## src/rtl/fifo_rd_packer.sv

```systemverilog
// Packs PACK FIFO entries (LSB lane first) into one word; the word loads one clock after its last entry returns.
// Stalls popping when the output slot and the assembly register are both full; flush emits a partial word marked m_last.
module fifo_rd_packer #(
    parameter int DATA_WIDTH = 8,
    parameter int PACK       = 4
) (
    input  logic                       clk,
    input  logic                       rst,
    input  logic                       fifo_empty,
    output logic                       fifo_rd_en,
    input  logic [DATA_WIDTH-1:0]      fifo_dout,
    input  logic                       flush,
    output logic                       m_valid,
    input  logic                       m_ready,
    output logic [DATA_WIDTH*PACK-1:0] m_data,
    output logic [PACK-1:0]            m_keep,
    output logic                       m_last,
    output logic                       busy
);
    localparam int              CW     = $clog2(PACK + 1) + 1;
    localparam int              AW     = DATA_WIDTH * PACK;
    localparam logic [CW-1:0]   PACK_C = CW'(PACK);

    typedef enum logic [1:0] {
        S_FILL  = 2'd0,
        S_HOLD  = 2'd1,
        S_FLUSH = 2'd2
    } state_t;

    state_t            r_state;
    logic [CW-1:0]     r_cnt;
    logic              r_inflight;
    logic              r_flush_pend;
    logic [AW-1:0]     r_asm;
    logic [AW-1:0]     r_data;
    logic [PACK-1:0]   r_keep;
    logic              r_valid;
    logic              r_last;

    logic              w_slot_free;
    logic              w_rd_en;
    logic              w_land_full;
    logic              w_flush_now;
    logic [CW-1:0]     w_sum;
    logic [AW-1:0]     w_asm_next;
    logic [AW-1:0]     w_part_data;
    logic [PACK-1:0]   w_part_keep;

    assign w_slot_free = !r_valid || m_ready;
    assign w_sum       = r_cnt + CW'(r_inflight);
    // Window closes once the returning entry would fill the last free lane.
    assign w_rd_en     = rst && !fifo_empty && !r_flush_pend && (r_state == S_FILL) && (w_sum < PACK_C);
    assign w_land_full = r_inflight && (w_sum == PACK_C);
    assign w_flush_now = r_flush_pend || flush;

    always_comb begin
        w_asm_next  = r_asm;
        w_part_data = '0;
        w_part_keep = '0;
        for (int i = 0; i < PACK; i++) begin
            if (r_inflight && (r_cnt == CW'(i))) begin
                w_asm_next[i*DATA_WIDTH +: DATA_WIDTH] = fifo_dout;
            end
            if (CW'(i) < r_cnt) begin
                w_part_keep[i]                          = 1'b1;
                w_part_data[i*DATA_WIDTH +: DATA_WIDTH] = r_asm[i*DATA_WIDTH +: DATA_WIDTH];
            end
        end
    end

    always_ff @(posedge clk or negedge rst) begin
        if (!rst) begin
            r_state      <= S_FILL;
            r_cnt        <= '0;
            r_inflight   <= 1'b0;
            r_flush_pend <= 1'b0;
            r_asm        <= '0;
            r_data       <= '0;
            r_keep       <= '0;
            r_valid      <= 1'b0;
            r_last       <= 1'b0;
        end else begin
            r_inflight <= w_rd_en;
            r_asm      <= w_asm_next;
            r_cnt      <= w_sum;
            if (flush) begin
                r_flush_pend <= 1'b1;
            end
            if (r_valid && m_ready) begin
                r_valid <= 1'b0;
            end
            case (r_state)
                S_FILL: begin
                    if (w_land_full) begin
                        if (w_slot_free) begin
                            // A pending flush is satisfied by this full word.
                            r_valid      <= 1'b1;
                            r_data       <= w_asm_next;
                            r_keep       <= '1;
                            r_last       <= w_flush_now;
                            r_cnt        <= '0;
                            r_flush_pend <= 1'b0;
                        end else begin
                            r_state <= S_HOLD;
                        end
                    end else if (r_flush_pend && !r_inflight) begin
                        if (r_cnt == '0) begin
                            r_flush_pend <= 1'b0;
                        end else begin
                            r_state <= S_FLUSH;
                        end
                    end
                end
                S_HOLD: begin
                    if (w_slot_free) begin
                        r_valid      <= 1'b1;
                        r_data       <= r_asm;
                        r_keep       <= '1;
                        r_last       <= w_flush_now;
                        r_cnt        <= '0;
                        r_flush_pend <= 1'b0;
                        r_state      <= S_FILL;
                    end
                end
                S_FLUSH: begin
                    if (r_cnt == '0) begin
                        r_flush_pend <= 1'b0;
                        r_state      <= S_FILL;
                    end else if (w_slot_free) begin
                        r_valid      <= 1'b1;
                        r_data       <= w_part_data;
                        r_keep       <= w_part_keep;
                        r_last       <= 1'b1;
                        r_cnt        <= '0;
                        r_flush_pend <= 1'b0;
                        r_state      <= S_FILL;
                    end
                end
                default: r_state <= S_FILL;
            endcase
        end
    end

    assign fifo_rd_en = w_rd_en;
    assign m_valid    = r_valid;
    assign m_data     = r_data;
    assign m_keep     = r_keep;
    assign m_last     = r_last;
    assign busy       = (r_cnt != '0) || r_inflight || r_flush_pend || (r_state != S_FILL);

endmodule

```

## config.mk

```make
export PLATFORM = sky130hd
export DESIGN_NAME = fifo_rd_packer
export DESIGN_NICKNAME = d
export VERILOG_FILES = /design/src/rtl/fifo_rd_packer.sv
export SDC_FILE = /design/constraint.sdc
export NUM_CORES = 1
export LEC_CHECK = 0
export ABC_CLOCK_PERIOD_IN_PS = 2250
export CORE_ASPECT_RATIO = 0.9
export CORE_MARGIN = 8
export CORE_UTILIZATION = 50
export CTS_CLUSTER_DIAMETER = 100
export DETAILED_ROUTE_END_ITERATION = 16
export PLACE_DENSITY = 0.76
export SLEW_MARGIN = 10
export SYNTH_ARGS = -nofsm -noshare
export SYNTH_HDL_FRONTEND = slang
export SYNTH_SLANG_ARGS = --single-unit
```

## constraint.sdc

```tcl
create_clock -name clk -period 2.25 [get_ports clk]
set_input_delay 0.45 -clock clk [delete_from_list [all_inputs] [get_ports clk]]
set_output_delay 0.45 -clock clk [all_outputs]
set_load 0.02 [all_outputs]
```

Word level (Yosys, flattened, before mapping). Cells that the tools add are included. Widths: inputs -> output; s select.

Muxes and demuxes: 51. $add $sub $neg: 1. Reductions and logical operators: 28. Equality and inequality tests: 14. Magnitude comparators: 5.

Operator list (count): $mux 32 (5); $pmux 32 s3 (1); $mux 8 (8); $mux 4 (7); $pmux 4 s3 (2); $mux 1 (18); $mux 2 (6); $logic_and 1x1->1 (11); $ne 2x2->1 const B (5); $pmux 1 s3 (3); $eq 4x2->1 const B (2); $lt 1x4->1 const A (2); $lt 2x4->1 const A (2); $ne 3x3->1 const B (2); $pmux 2 s3 (1); $reduce_and 6->1 (1); $logic_or 1x1->1 (5); $add 4x1->4 (1); $eq 4x1->1 const B (1); $eq 4x3->1 const B (1); $logic_not 1->1 (4); $logic_not 4->1 (1); $lt 4x3->1 const B (1); $reduce_and 4->1 (1); other kinds (8) (8).

Input bits: 13. Flip-flop bits (word level): 78. Word-level logic and storage cells: 108. Output and inout bits: 40.

Depth between registers and ports, before layout. Gate-level depths: netlist (run 1).

Depth after elaboration: 6. Mapped depth: 7. Depth with buffers taken out: 6.

Worst setup path before layout (run 1). OpenSTA, ideal clock, no wires.

Path type: reg-to-reg. Start: reg r_cnt[0]. End: reg r_data[10] (netlist: m_data[10]). Data required time: 2.125 ns. Arrival: 2.275 ns. Clock period less this slack: 2.401 ns. Setup time: 0.125 ns. Path buffers: 1. Cell stages (with the launch flop): 8. Path slack: -0.151 ns. Cells stage by stage: dfrtp_1 -> ha_1 -> ha_1 -> or3b_4 -> a22oi_4 -> nand4_4 -> buf_6 -> mux2_4.

Word-level cells in the longest chain between the ends: 6. Elaborated cells on any way between the ends: 17. Classes of those cells: add/sub (1); order compare (1); eq/ne (4); mux (7); reduce/logical (4).

RTL lines: from (decl) (RTL line 31) `logic [CW-1:0] r_cnt;`; from (signal assigned) (RTL line 85) `r_cnt <= w_sum;`; parallel branches: the longest is 6 deep, another holds $add 4x1->4; to (signal assigned) (RTL line 98) `r_data <= w_asm_next;`; to (signal assigned) (RTL line 117) `r_data <= r_asm;`; to (signal assigned) (RTL line 131) `r_data <= w_part_data;`; to (decl) (RTL line 35) `logic [AW-1:0] r_data;`.

Parallel ways; which one is timed is not known. The select of a mux whose other input is x is not followed. A chain may end at the register's enable or synchronous reset.

Final worst setup path (run 1).
Start: reg r_cnt[0]. End: reg r_data[16] (netlist: m_data[16]).

Word-level cells in the longest chain between the ends: 6. Elaborated cells on any way between the ends: 17. Classes of those cells: add/sub (1); order compare (1); eq/ne (4); mux (7); reduce/logical (4).

RTL lines: parallel branches: the longest is 6 deep, another holds $add 4x1->4.

Parallel ways; which one is timed is not known. The select of a mux whose other input is x is not followed.

==> flow_metrics.py, run 1 <==
metrics = {
    "sta": {
        "fmax_ghz": 0.436,
        "hold-worst-slack_ns": 0.357,
        "tightest_slew_ns": 1.00,
        "finalMaxSlewViolations": 0,
        "fin_ws_ns": -0.0432,
        "setup_viol": 32,
        "hold_viol": 0,
        "relSlewSlack_pct": 33.3,
        "worst_clock_skew_ns": 0.00745,
        "finalSetupTns_ns": -0.800,
        "fin_crit_ns": 2.29,
        "rsz0062_at_grt": "true",
        "fin_crit_sh_pct": 102,
    },
    "logic_synthesis": {
        "synth_top_family_by_area": "simple AND/OR/NAND/NOR gates",
        "yosysSeqAreaShare_pct": 45.9,
        "synth_compound_area_share_pct": 16.9,
        "ys_async_sr_fraction_pct": 100,
        "yosys_register_bits": 78,
        "syn_avg_cell_area_um2": 10.4,
        "synth-main-ff-cell": "dfrtp_1",
        "synth_xor_area_share_pct": 0.412,
        "synth-simple-area-share_pct": 17.3,
        "synth_area_um2": 4250,
        "ys_types": 52,
        "syn_nets": 428,
        "synth_fa_ha_area_share_pct": 1.77,
        "synth-edff-count": 0,
        "yosysWarnings": 0,
        "synthCells": 409,
        "synth_mux_area_share_pct": 13.4,
    },
    "worst_setup_path": {
        "worstPathCellList": "ha_4 > ha_4 > or3b_4 > a22oi_4 > nand4_4 > buf_12 > mux2_4",
        "critPathRequiredTime_ns": 2.49,
        "slowest_stage": "dfrtp_1",
        "crit-reg2reg-launch": "r_cnt[0]",
        "cp-end-kind": "flip-flop",
        "cpPeakStageDelay_ns": 0.44,
        "cp_max_fo": 22,
        "critPathMostFrequentCell": "ha_4",
        "crit_arrival_ns": 2.53,
        "r2r_setup_slack_ns": -0.04,
        "reg2regPathDepth": 7,
        "startpoint_type": "flip-flop",
        "timing.rr.end": "m_data[16]",
        "worstSetupPathType": "reg -> reg",
    },
    "routing": {
        "wl_per_cell_um": 18.3,
        "dr.first_iter.drc_count": 276,
        "post-route-drc-count": 0,
        "antenna_left": 0,
        "vias_per_cell": 5.77,
        "drt_first_pass_iters": 5,
        "vias": 3446,
        "finalWirelength_mm": 10.9,
    },
    "status": {
        "status": "finished, violations left",
        "violations": "setup timing",
    },
    "pwr": {
        "vdd_drop_max_v": 0.000621,
        "p_leak_nw": 2.44,
        "power_mw": 7.81,
        "p_per_area_nw_per_um2": 1440,
    },
    "die": {
        "initial_utilization_pct": 50.6,
        "row_count": 32,
        "core_area_um2": 8410,
        "fp.dieArea_um2": 11700,
        "die_w_um": 113,
        "die-height_um": 103,
        "num_io_pins": 53,
    },
    "global_routing": {
        "grt_overflow": 0,
        "grt_antenna_before_repair": 0,
        "grt_max_degree": 79,
        "grt_pass1_vias": 3588,
        "grt_usage_pct": 19.7,
        "grt_pass1_wl_mm": 18.2,
    },
    "place": {
        "io_buffers": 52,
        "pre_cts_slack_ns": -0.242,
        "place_area_um2": 5130,
        "gp_congestion": 0.851,
        "post-place-cells": 577,
        "dp_hpwl_mm": 7.48,
    },
    "clock_network": {
        "cts_tree": "built",
        "path_clk_slew_ns": 0.08,
        "cts_inserted_buffers": 9,
        "cts.path.max_buffers": 2,
        "cts_hold_buf": 0,
        "h-tree-depth": 3,
        "cts-root-buf": "clkbuf_8",
        "clock_sinks": 78,
        "clock_latency_ns": 0.35,
    },
    "layout": {
        "utilization_pct": 64.4,
        "fin_nets": 509,
        "layout.cells.non_filler": 597,
        "layout-drive-gt1-share_pct": 24.0,
        "syn_to_final_growth_pct": 27.4,
        "finalInstanceArea_um2": 5420,
        "n_antenna_cell": 0,
    },
    "hold_path": {
        "hold_path.class": "in -> async",
    },
    "job": {
        "drv_cap": 0,
    },
}
## registers in the layout (all words and copies together) (netlist names)
name          flops
r_state           2
r_cnt             4
r_flush_pend      1
m_keep            4
m_data           32
r_inflight        1
m_last            1
r_asm            32
m_valid           1
## cell usage in the layout, fill, tap and decap left out, types with 2 or more instances in the layout
cell type        count
nand3_1              9
buf_4               40
a31oi_1              2
nor4_1               2
o311ai_0             8
buf_6                2
o32a_1               2
nor2b_1             11
clkbuf_8             9
a21oi_1             28
a221o_1             24
nor2_1               5
inv_1               15
nand2b_1            28
ha_4                 2
and2_1               7
mux2_4              24
clkinvlp_4           3
ha_1                 4
buf_12               4
mux2_2              17
dfrtp_1             78
clkinv_2             2
nor3_1               2
mux2i_1              2
clkdlybuf4s50_1     49
o21ai_0             19
nand2_1             61
## worst max-delay path: cells and delay by family (launching register included)
kind | cells | cell delay, ns
AND/OR/NAND/NOR | 2 | 0.55
flip-flops | 1 | 0.44
adder cells (fa/ha/maj) | 2 | 0.42
AO/OA/AOI/OAI | 1 | 0.25
multiplexers | 1 | 0.31
buffers and inverters | 1 | 0.21
## where the power goes
group / internal (mW) / total (mW) / switching [mW]
clock network: 0.509 / 1.03 / 0.522
registers: 2.00 / 2.40 / 0.398
logic: 2.25 / 4.39 / 2.13
total: 4.76 / 7.81 / 3.05
## cells by family (layout without fill, tap and decap cells)
| logic type | after synthesis | in the layout |
|---|---|---|
| and+or+nand+nor | 141 | 141 |
| DFF | 78 | 78 |
| buffers and inverters | 40 | 126 |
| adders and majority gates | 6 | 6 |
| xor gates and xnor gates | 2 | 2 |
| muxes | 44 | 44 |
| AOI/OAI and AO/OA | 98 | 98 |
## layer usage
metal | GRT usage (%) | routed length, um | vias to the layer above
met5 | 0 | 0 | -
met4 | 7.77 | 212 | 0
met3 | 4.35 | 661 | 21
met2 | 32.4 | 5110 | 118
met1 | 24.9 | 4910 | 1674
li1 | - | - | 1633
## synth_stat cells, types with 8 or more instances
| cell | n | area (um2) |
|---|---|---|
| dfrtp_1 | 78 | 1950 |
| nand2_1 | 62 | 233 |
| a21oi_1 | 29 | 145 |
| nand2b_1 | 28 | 175 |
| a221o_1 | 24 | 240 |
| mux2_4 | 20 | 300 |
| o21ai_0 | 20 | 100 |
| mux2_2 | 17 | 191 |
| inv_1 | 15 | 56.3 |
| clkbuf_1 | 11 | 41.3 |
| nor2b_1 | 11 | 68.8 |
| buf_2 | 9 | 45.0 |
| nand3_1 | 9 | 45.0 |
| and2_1 | 8 | 50.1 |
| o311ai_0 | 8 | 70.1 |
## layout make-up
class | instances | area (um2)
fillers | 676 | 2990
multi-input cells | 291 | 2200
flip-flops and latches | 78 | 1950
repair buffers | 95 | 893
clock buffers | 10 | 128
well taps | 102 | 128
clock inverters | 6 | 62.6
inverters | 15 | 56.3
## worst max-delay path by stage
stage / start / end / slack (ns) / cells past startpoint
floorplan: r_cnt[0] / fifo_rd_en / 0.009 / 5
global placement: r_cnt[0] / fifo_rd_en / -0.13 / 6
detailed placement: r_cnt[0] / fifo_rd_en / -0.24 / 6
CTS: r_cnt[0] / fifo_rd_en / -0.02 / 6
global route: r_cnt[0] / fifo_rd_en / -0.12 / 6
finish: r_cnt[0] / m_data[16] / -0.04 / 7
## what timing repair did
action	4_1_cts	5_1_grt
resized for setup	15	15
setup buffers	2	2
endpoints found under the setup margin	4	38
pin swaps	3	6
No activity file was read; power rests on OpenSTA's default activity.
==> inputs of run 2 (changes only) <==
- CORE_ASPECT_RATIO: 0.9 -> unset
==> run 2 against run 1 <==
  * The run still ends with setup timing left
  * Combinational power hardly changed
  * Non-clock buffer count up 3
  * Count of clock-buffer cells in the layout up 1
  * Flip-flop and latch count stayed put
  * Register-to-register slack improved by 0.05 ns
  * Maximum frequency increased by 1.1%
  * Sequential share of layout area hardly changed
  * Sequential power hardly changed
  * Core utilization increased by 1.6 points
  * First-iteration DRC count is 25% lower
  * Critical endpoint is now fifo_rd_en
  * Largest cell class unchanged
==> flow_metrics.py, run 2 (synthesis results as in run 1) <==
metrics = {
    "layout": {
        "layout_common_cells": "dfrtp_1 (78), nand2_1 (61), clkdlybuf4s50_1 (49)",
        "multiInputGateArea_um2": 2190,
        "n_antenna_cell": 0,
        "regArea_um2": 1950,
        "final_common_cell": "dfrtp_1",
        "fin_nets": 512,
        "layout-drive-gt1-share_pct": 24.5,
        "fillers": 637,
        "syn_to_final_growth_pct": 27.5,
    },
    "die": {
        "num_io_pins": 53,
        "die_w_um": 108,
        "fp.dieArea_um2": 11700,
        "die-height_um": 108,
        "core_area_um2": 8220,
        "initial_utilization_pct": 51.7,
        "row_count": 33,
    },
    "sta": {
        "tightest_slew_ns": 0.972,
        "fin_ws_ns": -0.0180,
        "fin_crit_ns": 2.27,
        "worst_clock_skew_ns": 0.00568,
        "hold-worst-slack_ns": 0.361,
        "fin_crit_sh_pct": 101,
        "setup_viol": 2,
        "rsz0062_at_grt": "true",
        "hold_viol": 0,
        "fmax_ghz": 0.441,
        "finalMaxSlewViolations": 0,
        "relSlewSlack_pct": 35.2,
    },
    "clock_network": {
        "cts-root-buf": "clkbuf_8",
        "h-tree-depth": 3,
        "cts_inserted_buffers": 9,
        "clock_latency_ns": 0.35,
        "clock_sinks": 78,
        "cts.path.max_buffers": 2,
        "cts_hold_buf": 0,
        "cts_tree": "built",
        "path_clk_slew_ns": 0.08,
    },
    "pwr": {
        "vdd_drop_max_v": 0.000936,
        "p_per_area_nw_per_um2": 1450,
        "p_leak_nw": 2.46,
    },
    "worst_setup_path": {
        "startpoint_type": "flip-flop",
        "cp-end-kind": "output pin",
        "cp_max_fo": 3,
        "crit_arrival_ns": 1.82,
        "worstSetupPathType": "reg -> out",
        "critPathRequiredTime_ns": 1.80,
    },
    "hold_path": {
        "hold_path.class": "in -> async",
    },
    "routing": {
        "vias": 3563,
        "vias_per_cell": 5.92,
        "finalWirelength_mm": 11.1,
        "wl_per_cell_um": 18.5,
        "drt_first_pass_iters": 6,
        "post-route-drc-count": 0,
        "antenna_left": 0,
        "dr.first_iter.drc_count": 208,
    },
    "global_routing": {
        "grt_overflow": 0,
        "grt_usage_pct": 19.5,
        "grt_antenna_before_repair": 0,
        "grt_pass1_vias": 3606,
        "grt_pass1_wl_mm": 17.9,
        "grt_max_degree": 79,
    },
    "job": {
        "drv_cap": 0,
    },
    "place": {
        "pre_cts_slack_ns": -0.172,
        "io_buffers": 52,
        "gp_congestion": 0.889,
        "dp_hpwl_mm": 7.63,
    },
    "status": {
        "status": "finished, violations left",
        "violations": "setup timing",
    },
}
==> run 2: changes by cell type in the layout (fill, tap and decap cells not counted) <==
cell,before,now
buf_12,4,3
mux2_1,1,0
nor3_2,1,2
a21boi_1,1,0
and2_2,0,1
buf_6,2,1
and2_4,1,0
buf_4,40,45
mux2_4,24,25
clkinvlp_4,3,1
nor3_4,1,0
clkbuf_8,9,10
a21boi_0,0,1
==> run 2: repair_timing <==
item                                   CTS  global route
gates resized for setup                 16            12
buffers inserted                         5             3
endpoints found under the hold margin    0             0
setup endpoints to repair                2            37
pin swaps                                5             2
==> run 2: area by class of cell <==
class | count | share of cell area (%)
Timing Repair Buffer | 98 | 16.6
Tap cell | 105 | 2.42
Multi-Input combinational cell | 291 | 40.4
Clock buffer | 11 | 2.61
Clock inverter | 4 | 0.877
Inverter | 15 | 1.04
Sequential cell | 78 | 36.0
==> run 2: worst max-delay path, cell delays in order, from the launching register on <==
cell and delay, ns:
dfrtp_1 0.42, ha_4 0.19, ha_4 0.16, nor3_2 0.09, a31oi_1 0.06, nor4b_2 0.34
buf_4 0.21
==> run 2: per-stage QoR <==
stage	setup TNS (ns)	power [mW]	std cells	instance area, um2	utilization [%]
after floorplan	0	5.06	409	4280	-
after detailed placement	-0.238	6.59	579	5120	62.3
after global routing	-1.35	8.33	602	5420	66.0
after CTS	-0.0267	7.72	599	5360	65.2
final	-0.0321	7.84	602	5420	66.0
after global placement	-0.175	6.45	579	5120	62.3
==> run 2: where the power goes <==
part           internal (mW)  switching [mW]  leakage (nW)
Sequential              2.00           0.385         0.895
Combinational           2.27            2.16          1.47
Clock                  0.534           0.503        0.0952
Total                   4.80            3.04          2.46
==> run 2: path summary, 6_finish.rpt <==
| kind | cells past startpoint | start | end | slack [ns] |
|---|---|---|---|---|
| setup / recovery | 6 | r_cnt[0] | fifo_rd_en | -0.02 |
| hold / removal | 2 | rst | r_cnt[0] | 0.36 |
| setup reg to reg | 7 | r_cnt[0] | m_data[7] | 0.01 |
| hold reg to reg | 1 | m_keep[0] | m_keep[0] | 0.47 |
| max in group asynchronous | 2 | rst | m_data[7] | 1.27 |
| min in group clk | 1 | m_keep[0] | m_keep[0] | 0.47 |
==> run 2: routing by layer <==
layer / global-route usage, % / vias to the layer above / share of wire (%)
li1: - / 1640 / -
met1: 23.9 / 1767 / 43
met2: 32.3 / 128 / 49
met3: 4.70 / 28 / 6.3
met4: 7.53 / 0 / 2.3
met5: 0 / - / 0
